$ cat src/rtl/sparc_ifu_milq_pkg.sv
// ============================================================================
// Module   : sparc_ifu_milq_pkg
// Brief    : Shared IFU miss-list constants and per-entry state encoding.
// Revision : 1.0
// ============================================================================
`default_nettype none

package sparc_ifu_milq_pkg;

   localparam int MILQ_NENT = 4;
   localparam int MILQ_PAW  = 35;

   typedef enum logic [2:0] {
      MILQ_IDLE  = 3'd0,
      MILQ_REQ   = 3'd1,
      MILQ_WAIT  = 3'd2,
      MILQ_FILL1 = 3'd3,
      MILQ_DUP   = 3'd4
   } milq_state_e;

endpackage

`default_nettype wire

$ cat src/rtl/sparc_ifu_milq_ent.sv
// ============================================================================
// Module   : sparc_ifu_milq_ent
// Brief    : One miss-list entry: state, line address and parent thread.
// Revision : 1.0
// ============================================================================
`default_nettype none

module sparc_ifu_milq_ent
   import sparc_ifu_milq_pkg::*;
(
   input  logic                rclk,
   input  logic                reset,
   input  logic                i_accept,
   input  logic                i_dup,
   input  logic [1:0]          i_dup_par,
   input  logic [MILQ_PAW-1:0] i_miss_pa,
   input  logic                i_gnt_ack,
   input  logic                i_fill,
   input  logic [MILQ_NENT-1:0] i_par_done,
   output milq_state_e         o_state,
   output logic [MILQ_PAW-1:0] o_pa,
   output logic [1:0]          o_par_tid
);

   milq_state_e         r_state;
   milq_state_e         w_nxt;
   logic [MILQ_PAW-1:0] r_pa;
   logic [1:0]          r_par_tid;

   always_comb begin
      w_nxt = r_state;
      case (r_state)
         MILQ_IDLE:  if (i_accept)  w_nxt = i_dup ? MILQ_DUP : MILQ_REQ;
         MILQ_REQ:   if (i_gnt_ack) w_nxt = MILQ_WAIT;
         MILQ_WAIT:  if (i_fill)    w_nxt = MILQ_FILL1;
         MILQ_FILL1: if (i_fill)    w_nxt = MILQ_IDLE;
         // a duplicate retires on the same edge as its parent's last beat
         MILQ_DUP:   if (i_par_done[r_par_tid]) w_nxt = MILQ_IDLE;
         default:    w_nxt = MILQ_IDLE;
      endcase
   end

   always_ff @(posedge rclk) begin
      if (reset) begin
         r_state   <= MILQ_IDLE;
         r_pa      <= '0;
         r_par_tid <= '0;
      end else begin
         r_state <= w_nxt;
         if (i_accept) begin
            r_pa      <= i_miss_pa;
            r_par_tid <= i_dup_par;
         end
      end
   end

   assign o_state   = r_state;
   assign o_pa      = r_pa;
   assign o_par_tid = r_par_tid;

endmodule

`default_nettype wire

$ cat src/rtl/sparc_ifu_milq.sv
// ============================================================================
// Module   : sparc_ifu_milq
// Brief    : Four-entry IFU miss instruction list with duplicate detection.
// Revision : 1.0
// ============================================================================
`default_nettype none

module sparc_ifu_milq
   import sparc_ifu_milq_pkg::*;
(
   input  logic                 rclk,
   input  logic                 reset,
   input  logic                 miss_vld,
   input  logic [1:0]           miss_tid,
   input  logic [MILQ_PAW-1:0]  miss_pa,
   input  logic                 req_ack,
   input  logic                 fill_vld,
   input  logic [1:0]           fill_tid,
   output logic                 req_vld,
   output logic [1:0]           req_tid,
   output logic [MILQ_PAW-1:0]  req_pa,
   output logic [MILQ_NENT-1:0] mil_busy,
   output logic [MILQ_NENT-1:0] mil_done,
   output logic                 dup_hit,
   output logic                 mil_err
);

   milq_state_e         w_state   [MILQ_NENT];
   logic [MILQ_PAW-1:0] w_pa      [MILQ_NENT];
   logic [1:0]          w_par_tid [MILQ_NENT];

   logic [MILQ_NENT-1:0] w_idle, w_reqs, w_accept, w_fill_sel, w_fin;
   logic [MILQ_NENT-1:0] w_match, w_release, w_gnt_ack, w_fill_ok;
   logic                 w_dup;
   logic [1:0]           w_dup_par;
   logic [1:0]           w_rr_tid;
   logic [1:0]           w_gnt;
   logic                 w_err_nxt;

   logic [1:0]           r_ptr;
   logic                 r_lock;
   logic [1:0]           r_lock_tid;
   logic [MILQ_NENT-1:0] r_done;
   logic                 r_dup;
   logic                 r_err;

   genvar gi;
   generate
      for (gi = 0; gi < MILQ_NENT; gi++) begin : g_ent
         assign w_idle[gi]     = (w_state[gi] == MILQ_IDLE);
         assign w_reqs[gi]     = (w_state[gi] == MILQ_REQ);
         assign w_accept[gi]   = miss_vld && (miss_tid == 2'(gi)) && w_idle[gi];
         assign w_fill_sel[gi] = fill_vld && (fill_tid == 2'(gi));
         assign w_fill_ok[gi]  = (w_state[gi] == MILQ_WAIT) || (w_state[gi] == MILQ_FILL1);
         assign w_fin[gi]      = w_fill_sel[gi] && (w_state[gi] == MILQ_FILL1);
         // a parent finishing this edge is no longer a valid duplicate target
         assign w_match[gi]    = (w_reqs[gi] || w_fill_ok[gi]) && !w_fin[gi] &&
                                 (w_pa[gi] == miss_pa);
         assign w_release[gi]  = (w_state[gi] == MILQ_DUP) && w_fin[w_par_tid[gi]];
         assign w_gnt_ack[gi]  = req_vld && req_ack && (w_gnt == 2'(gi));

         sparc_ifu_milq_ent u_ent (
            .rclk       (rclk),
            .reset      (reset),
            .i_accept   (w_accept[gi]),
            .i_dup      (w_dup),
            .i_dup_par  (w_dup_par),
            .i_miss_pa  (miss_pa),
            .i_gnt_ack  (w_gnt_ack[gi]),
            .i_fill     (w_fill_sel[gi]),
            .i_par_done (w_fin),
            .o_state    (w_state[gi]),
            .o_pa       (w_pa[gi]),
            .o_par_tid  (w_par_tid[gi])
         );
      end
   endgenerate

   assign w_dup = |w_match;

   always_comb begin : p_dup_pick
      w_dup_par = 2'd0;
      for (int k = MILQ_NENT - 1; k >= 0; k--) begin
         if (w_match[k]) w_dup_par = k[1:0];
      end
   end

   always_comb begin : p_rr_pick
      logic       v_found;
      logic [1:0] v_idx;
      v_found  = 1'b0;
      v_idx    = 2'd0;
      w_rr_tid = 2'd0;
      for (int k = 0; k < MILQ_NENT; k++) begin
         v_idx = r_ptr + k[1:0];
         if (!v_found && w_reqs[v_idx]) begin
            v_found  = 1'b1;
            w_rr_tid = v_idx;
         end
      end
   end

   // an unacked grant is pinned so later arrivals cannot disturb tid/pa
   assign w_gnt   = r_lock ? r_lock_tid : w_rr_tid;
   assign req_vld = |w_reqs;
   assign req_tid = w_gnt;
   assign req_pa  = w_pa[w_gnt];

   assign w_err_nxt = (miss_vld && !w_idle[miss_tid]) ||
                      (fill_vld && !w_fill_ok[fill_tid]);

   always_ff @(posedge rclk) begin
      if (reset) begin
         r_ptr      <= 2'd0;
         r_lock     <= 1'b0;
         r_lock_tid <= 2'd0;
         r_done     <= '0;
         r_dup      <= 1'b0;
         r_err      <= 1'b0;
      end else begin
         if (req_vld && req_ack) begin
            r_lock <= 1'b0;
            r_ptr  <= w_gnt + 2'd1;
         end else if (req_vld) begin
            r_lock     <= 1'b1;
            r_lock_tid <= w_gnt;
         end else begin
            r_lock <= 1'b0;
         end
         r_done <= w_fin | w_release;
         r_dup  <= (|w_accept) && w_dup;
         r_err  <= w_err_nxt;
      end
   end

   always_comb begin
      for (int k = 0; k < MILQ_NENT; k++) mil_busy[k] = !w_idle[k];
   end

   assign mil_done = r_done;
   assign dup_hit  = r_dup;
   assign mil_err  = r_err;

endmodule

`default_nettype wire

$ cat config.mk
export PLATFORM = sky130hd
export DESIGN_NAME = sparc_ifu_milq
export DESIGN_NICKNAME = d
export VERILOG_FILES = /design/src/rtl/sparc_ifu_milq_pkg.sv /design/src/rtl/sparc_ifu_milq_ent.sv /design/src/rtl/sparc_ifu_milq.sv
export SDC_FILE = /design/constraint.sdc
export NUM_CORES = 1
export LEC_CHECK = 0
export BUFFER_PORTS_ARGS = -buffer_cell sky130_fd_sc_hd__buf_2
export CAP_MARGIN = 20
export CORE_AREA = 2 2 129 131
export CTS_BUF_LIST = sky130_fd_sc_hd__clkbuf_4
export DETAILED_ROUTE_END_ITERATION = 10
export DIE_AREA = 0 0 131 133
export PLACE_DENSITY = 0.81
export SYNTH_ARGS = -nofsm -noshare
export SYNTH_HDL_FRONTEND = slang
export SYNTH_SLANG_ARGS = --single-unit
$ cat constraint.sdc
create_clock -name rclk -period 3.6 [get_ports rclk]
set_input_delay 0.9 -clock rclk [delete_from_list [all_inputs] [get_ports rclk]]
set_output_delay 0.9 -clock rclk [all_outputs]
set_load 0.1 [all_outputs]
==> flow_summary.toml, run 1 <==
[logic_synthesis]
yosys_warnings = 0
synth_edf_count = 0
postSynthCellCount = 1229
ys_seq_area_frac = 0.363
avgSynthCellArea_sq_um = 7.67
yosys_most_used_dff = "dfxtp_1"
synthArstFlopShare = 0
synth_nets = 1273
ys_ff_latch = 171
yosysTopAreaCell = "dfxtp_1"
syn_area_sq_um = 9430
synth_top_area_frac = 0.363
ys_top_cells_by_area = "dfxtp_1 36%, nand2_1 12%, a21oi_1 10%"
ys_types = 51

[finish]
nFillCells = 980
final_cells = 1531
fin_nets = 1341
multi_input_comb_area_sq_um = 6580
final-seq-area_sq_um = 3430
area_delta_synth_final_pct = 32.3
drive_gt1_frac = 0.264

[timing]
hold_ws_ps = 476
tns_ps = -17540
period_needed_ps = 4160
fin_worst_skew_ps = 17.9
relSlewSlack = 0.270
fin_ws_ps = -556
fmax_ghz = 0.241
finalMaxSlewViolations = 0
finalSetupViolCount = 37
rsz0062_at_grt = "true"
worst_pin_slew_ps = 1080
fin_crit_sh = 1.15
hold_viol = 0

[floorplan]
io_pins = 92
core_sq_um = 16200
initial_core_util = 0.583
floorplan.rows = 47
dieArea_sq_um = 17400
die_x_um = 131
dieHeight_um = 133

[clocking]
cts_buffers = 17
cts.sinks = 171
cts_tree = "built"
cts_max_level = 4
clkSlewWorstSetupHoldPaths_ps = 140
insertion_delay_ps = 610
cts_hold_buf = 0
cts_root_buf = "clkbuf_4"
clock_path_buffers = 2

[setup_path]
end_kind = "output port"
critPathMaxFanout = 7
required_ps = 2700
timing_worst_setup_path_type = "flop to output port"
reg2regPathDepth = 7
cp.arrival_ps = 3260
start_kind = "flop"

[global_routing]
track_usage = 0.402
antenna_found_initial = 1
grt_pass1_vias = 9363
grt_max_degree = 79
grt_pass1_wl_mm = 53.2
overflow = 0

[placed_design]
port_buffers = 91
globalplace.congestion = 0.964
dp.cells = 1464
dpl.hpwl_mm = 19.1

[status]
status = "finished with violations"
violations = "setup timing"

[routing]
wl_met1_mm = 12.6
drcViolationCount = 0
wl_per_cell_um = 23.4
viasPerCell = 6.53
antenna_left = 0
route.met2.wl_mm = 16.0
num_vias = 9997
dr.pass1.iters = 9
drt-initial-drc-count = 1603
wl_mm = 35.8
dr_wl_met3_mm = 4.51
highest_layer = "met4"

[worst_hold_path]
min_path_cells = 2
hp-class = "flop to flop"

[power_and_ir_drop]
p_leak_uw = 0.00453
total_power_uw = 10800
power_density_nw_per_um2 = 862
ir_drop_v = 0.00108

[flow_run]
drv_cap = 0
## worst max-delay path: stages, from the launching register on
cell,delay [ps]
dfxtp_2,350
or3b_4,390
or4b_1,510
o211ai_1,130
buf_4,210
buf_12,130
buf_12,130
buf_12,140
mux2_4,310
nor2_4,100
a21oi_4,60
buf_12,180
## layout by cell type (no fill, tap or decap), types with 6 or more instances in the layout
cell type	n
a21oi_1	162
buf_16	6
nand2_1	311
buf_4	39
nor2_1	23
nand2b_1	6
buf_12	48
a31oi_1	6
xnor2_1	41
xor2_1	100
nand3_1	10
buf_6	6
dfxtp_1	166
nor2b_1	8
mux2i_4	18
nand4_1	16
nor4_1	30
mux2i_1	17
nor3_1	7
clkbuf_4	17
mux2_4	32
a21oi_4	33
buf_2	53
inv_1	7
nor2_4	33
## stage by stage
stage / area, sq um / util / worst slack (ps)
final: 12500 / 0.771 / -556
after detailed placement: 10700 / 0.661 / -9.22
after global routing: 12500 / 0.771 / -617
after floorplan: 9820 / - / -224
after CTS: 12200 / 0.757 / -449
after global placement: 10700 / 0.661 / 36.4
## cell type report
cell class	count	share of cell area
sequential	171	0.275
clock buffer	17	0.0102
timing repair buffer	158	0.150
inverter	8	0.00271
antenna	1	0.000201
multi-input combinational	941	0.527
clock inverter	15	0.0119
tap	220	0.0221
## synthesized netlist by cell type, types with 4 or more instances
library cell and number:
mux2i_1 39, or3_1 5, mux4_2 4, o21ai_0 4, nor4_1 30, nand2b_1 6
inv_1 8, or2_2 4, nand3_1 10, o21ai_1 4, xor2_1 100, nor2b_1 9
mux2_2 14, a21oi_1 197, a31oi_1 6, nor3_1 7, nand4_1 16, nor3b_1 5
buf_1 8, mux2_1 22, a211oi_1 5, nor2_1 61, clkbuf_1 92, buf_2 6
or3b_1 4, xnor2_1 41, dfxtp_1 171, and3_1 5, nand2_1 311
## final timing paths
| kind | startpoint | endpoint | slack (ps) |
|---|---|---|---|
| worst min-delay path | g_ent[3].u_ent.o_par_tid[1] | g_ent[3].u_ent.o_par_tid[1] | 480 |
| worst max-delay path | g_ent[1].u_ent.o_state[1] | req_pa[34] | -560 |
| worst max register to register | g_ent[3].u_ent.o_pa[32] | g_ent[1].u_ent.o_state[2] | 380 |
| worst min register to register | g_ent[3].u_ent.o_par_tid[1] | g_ent[3].u_ent.o_par_tid[1] | 480 |
## registers in the layout, summed over array words and instances (netlist names)
signal / flops
g_ent.u_ent.o_state: 12
g_ent.u_ent.o_pa: 140
r_lock_tid: 2
g_ent.u_ent.o_par_tid: 8
mil_err: 1
r_lock: 1
mil_done: 4
dup_hit: 1
r_ptr: 2
## what timing repair did
item / in CTS / in global routing
pin swaps: 29 / 28
setup buffers: 18 / 11
cloned: 10 / 0
resized for setup: 210 / 52
endpoints found under the setup margin: 36 / 37
## routing by layer
layer,global-route usage,up-vias
met1,0.495,4681
met2,0.603,802
met5,0,-
li1,-,4256
met4,0.238,0
met3,0.141,258
## cell families (layout without fill, tap and decap cells)
group	count (synthesis)	count (layout)	synth area share
AO/OA/AOI/OAI	232	232	0.131
other	0	1	0
AND/OR/NAND/NOR	489	489	0.232
buffers and inverters	117	198	0.0486
multiplexers	79	79	0.0940
flip-flops	171	171	0.363
XOR/XNOR	141	141	0.131
## power by group
group	total (uW)	internal, uW	switching, uW
Sequential	2110	2000	110
Combinational	7500	2810	4690
Clock	1150	409	739
Total	10800	5220	5540
Power figures use the tool's default switching activity.
==> run 2: changes to the inputs <==
==> constraint.sdc (replaced) <==
create_clock -name rclk -period 3.6 [get_ports rclk]
set_input_delay 0.9 -clock rclk [delete_from_list [all_inputs] [get_ports rclk]]
set_output_delay 0.9 -clock rclk [all_outputs]
set_load 0.05 [all_outputs]
==> run 2 against run 1 <==
  * The flow still finishes with violations (setup timing)
  * Non-clock buffer count down 3
  * Largest cell class unchanged
  * Critical path type unchanged
  * Sequential power about the same
  * Clock power down 5%
  * Count of clock-buffer cells in the layout up 4
  * Power down 28%
  * Setup slack better by 140 ps
  * Combinational power down 39%
  * Sequential share of layout area up 2.3 points
  * Clock skew up 1.2 ps
  * Register-to-register slack better by 360 ps
  * Critical path depth down 2
  * First-iteration DRC count down 28%
==> flow_summary.toml, run 2 (synthesis results as in run 1) <==
[placed_design]
globalplace.congestion = 0.948
dpl.hpwl_mm = 19.5
place_ws_ps = 134
port_buffers = 91
dp.cells = 1467

[global_routing]
grt_pass1_wl_mm = 46.0
grt_pass1_vias = 8532
overflow = 0
grt_max_degree = 99
antenna_found_initial = 2
track_usage = 0.343

[routing]
drt-initial-drc-count = 1158
highest_layer = "met4"
dr.pass1.iters = 7
wl_met1_mm = 12.1
wl_mm = 31.5
antenna_left = 0
viasPerCell = 6.15
num_vias = 9407
wl_per_cell_um = 20.6
dr_wl_met3_mm = 2.84
drcViolationCount = 0
route.met2.wl_mm = 14.8

[timing]
hold_viol = 0
fin_ws_ps = -417
fin_crit_sh = 1.12
finalMaxSlewViolations = 0
finalSetupViolCount = 36
rsz0062_at_grt = "true"
fin_worst_skew_ps = 19.2
period_needed_ps = 4020
fmax_ghz = 0.249
worst_pin_slew_ps = 1090
relSlewSlack = 0.276
hold_ws_ps = 474

[finish]
final_cells = 1530
drive_gt1_frac = 0.248
largest_register_ffs = 140
nFillCells = 1182
post-route-util = 0.712
area_delta_synth_final_pct = 22.1
final-seq-area_sq_um = 3430
multi_input_comb_area_sq_um = 6110
final_common_cell = "nand2_1"
final_cell_mix = "311 x nand2_1, 168 x dfxtp_1, 163 x a21oi_1"
fin_nets = 1338

[worst_hold_path]
hp-start = "g_ent[1].u_ent.o_par_tid[1]"
min_path_cells = 2
hp-class = "flop to flop"
holdPathEnd = "g_ent[1].u_ent.o_par_tid[1]"

[setup_path]
max_stage_delay_ps = 460
slowest_stage = "or4b_1"
start_kind = "flop"
cp.arrival_ps = 3120
r2r-end = "g_ent[1].u_ent.o_state[2]"
r2r_slack_ps = 740
required_ps = 2700
timing_worst_setup_path_type = "flop to output port"
critPathMaxFanout = 10
reg2regPathDepth = 8
end_kind = "output port"
reg2reg_from = "g_ent[2].u_ent.o_pa[34]"
crit_path_cell_trace = "or3b_4, or4b_1, o211ai_1, buf_4, clkbuf_16, buf_6, mux2i_2, a21oi_2, buf_6"
path_common_cell = "buf_6"

[floorplan]
io_pins = 92
core_sq_um = 16200
dieHeight_um = 133
floorplan.rows = 47
dieArea_sq_um = 17400
initial_core_util = 0.583
die_x_um = 131

[power_and_ir_drop]
p_leak_uw = 0.00431
power_density_nw_per_um2 = 676
total_power_uw = 7780
ir_drop_v = 0.000846

[clocking]
cts_max_level = 4
clock_path_buffers = 2
clkSlewWorstSetupHoldPaths_ps = 140
insertion_delay_ps = 600
cts.sinks = 171
cts_buffers = 17
cts_hold_buf = 0
cts_root_buf = "clkbuf_4"
cts_tree = "built"

[flow_run]
drv_cap = 0

[status]
status = "finished with violations"
violations = "setup timing"
[run 2: stage by stage]
stage | setup TNS, ps | cell area (sq um)
floorplan | -706 | 9570
global placement | 0 | 10200
detailed placement | 0 | 10200
CTS | -12110 | 11000
global route | -16670 | 11500
finish | -12940 | 11500
[run 2: where the power goes]
group	leakage (uW)	internal [uW]	total [uW]	switching, uW
Combinational	0.00277	1740	4590	2850
Clock	0.000143	428	1090	660
Sequential	0.00139	2000	2100	104
[run 2: worst max path at each step]
stage,startpoint,endpoint,slack [ps],depth (start not counted)
3_3_place_gp,g_ent[1].u_ent.o_state[2],req_pa[7],210,9
4_1_cts,g_ent[1].u_ent.o_state[2],req_pa[32],-380,10
5_1_grt,g_ent[2].u_ent.o_state[0],req_pa[5],-520,11
3_5_place_dp,g_ent[1].u_ent.o_state[2],req_pa[0],130,9
2_1_floorplan,g_ent[0].u_ent.o_state[0],req_pa[4],-170,8
6_report,g_ent[1].u_ent.o_state[0],req_pa[23],-420,9
[run 2: repair_timing]
| action | CTS | global route |
|---|---|---|
| pin swaps | 5 | 22 |
| gates resized for setup | 107 | 90 |
| setup buffers | 15 | 8 |
| endpoints found under the setup margin | 35 | 37 |
| gates cloned | 2 | 4 |
[run 2: final cells by class]
type	instances	area share
multi-input combinational	941	0.531
inverter	8	0.00261
timing repair buffer	155	0.121
sequential	171	0.298
antenna	4	0.000870
tap	220	0.0239
clock inverter	10	0.00881
clock buffer	21	0.0137
[run 2: routing by layer]
metal	track usage	vias up
met4	0.150	0
met5	0	-
met2	0.551	556
li1	-	4246
met1	0.440	4453
met3	0.0776	152
[run 2: worst max-delay path, delay by kind of cell (launching register included)]
family	cells	cell delay, ps
compound gates	2	220
mux	1	330
simple gates	2	830
flops	1	350
buf+inv	4	770
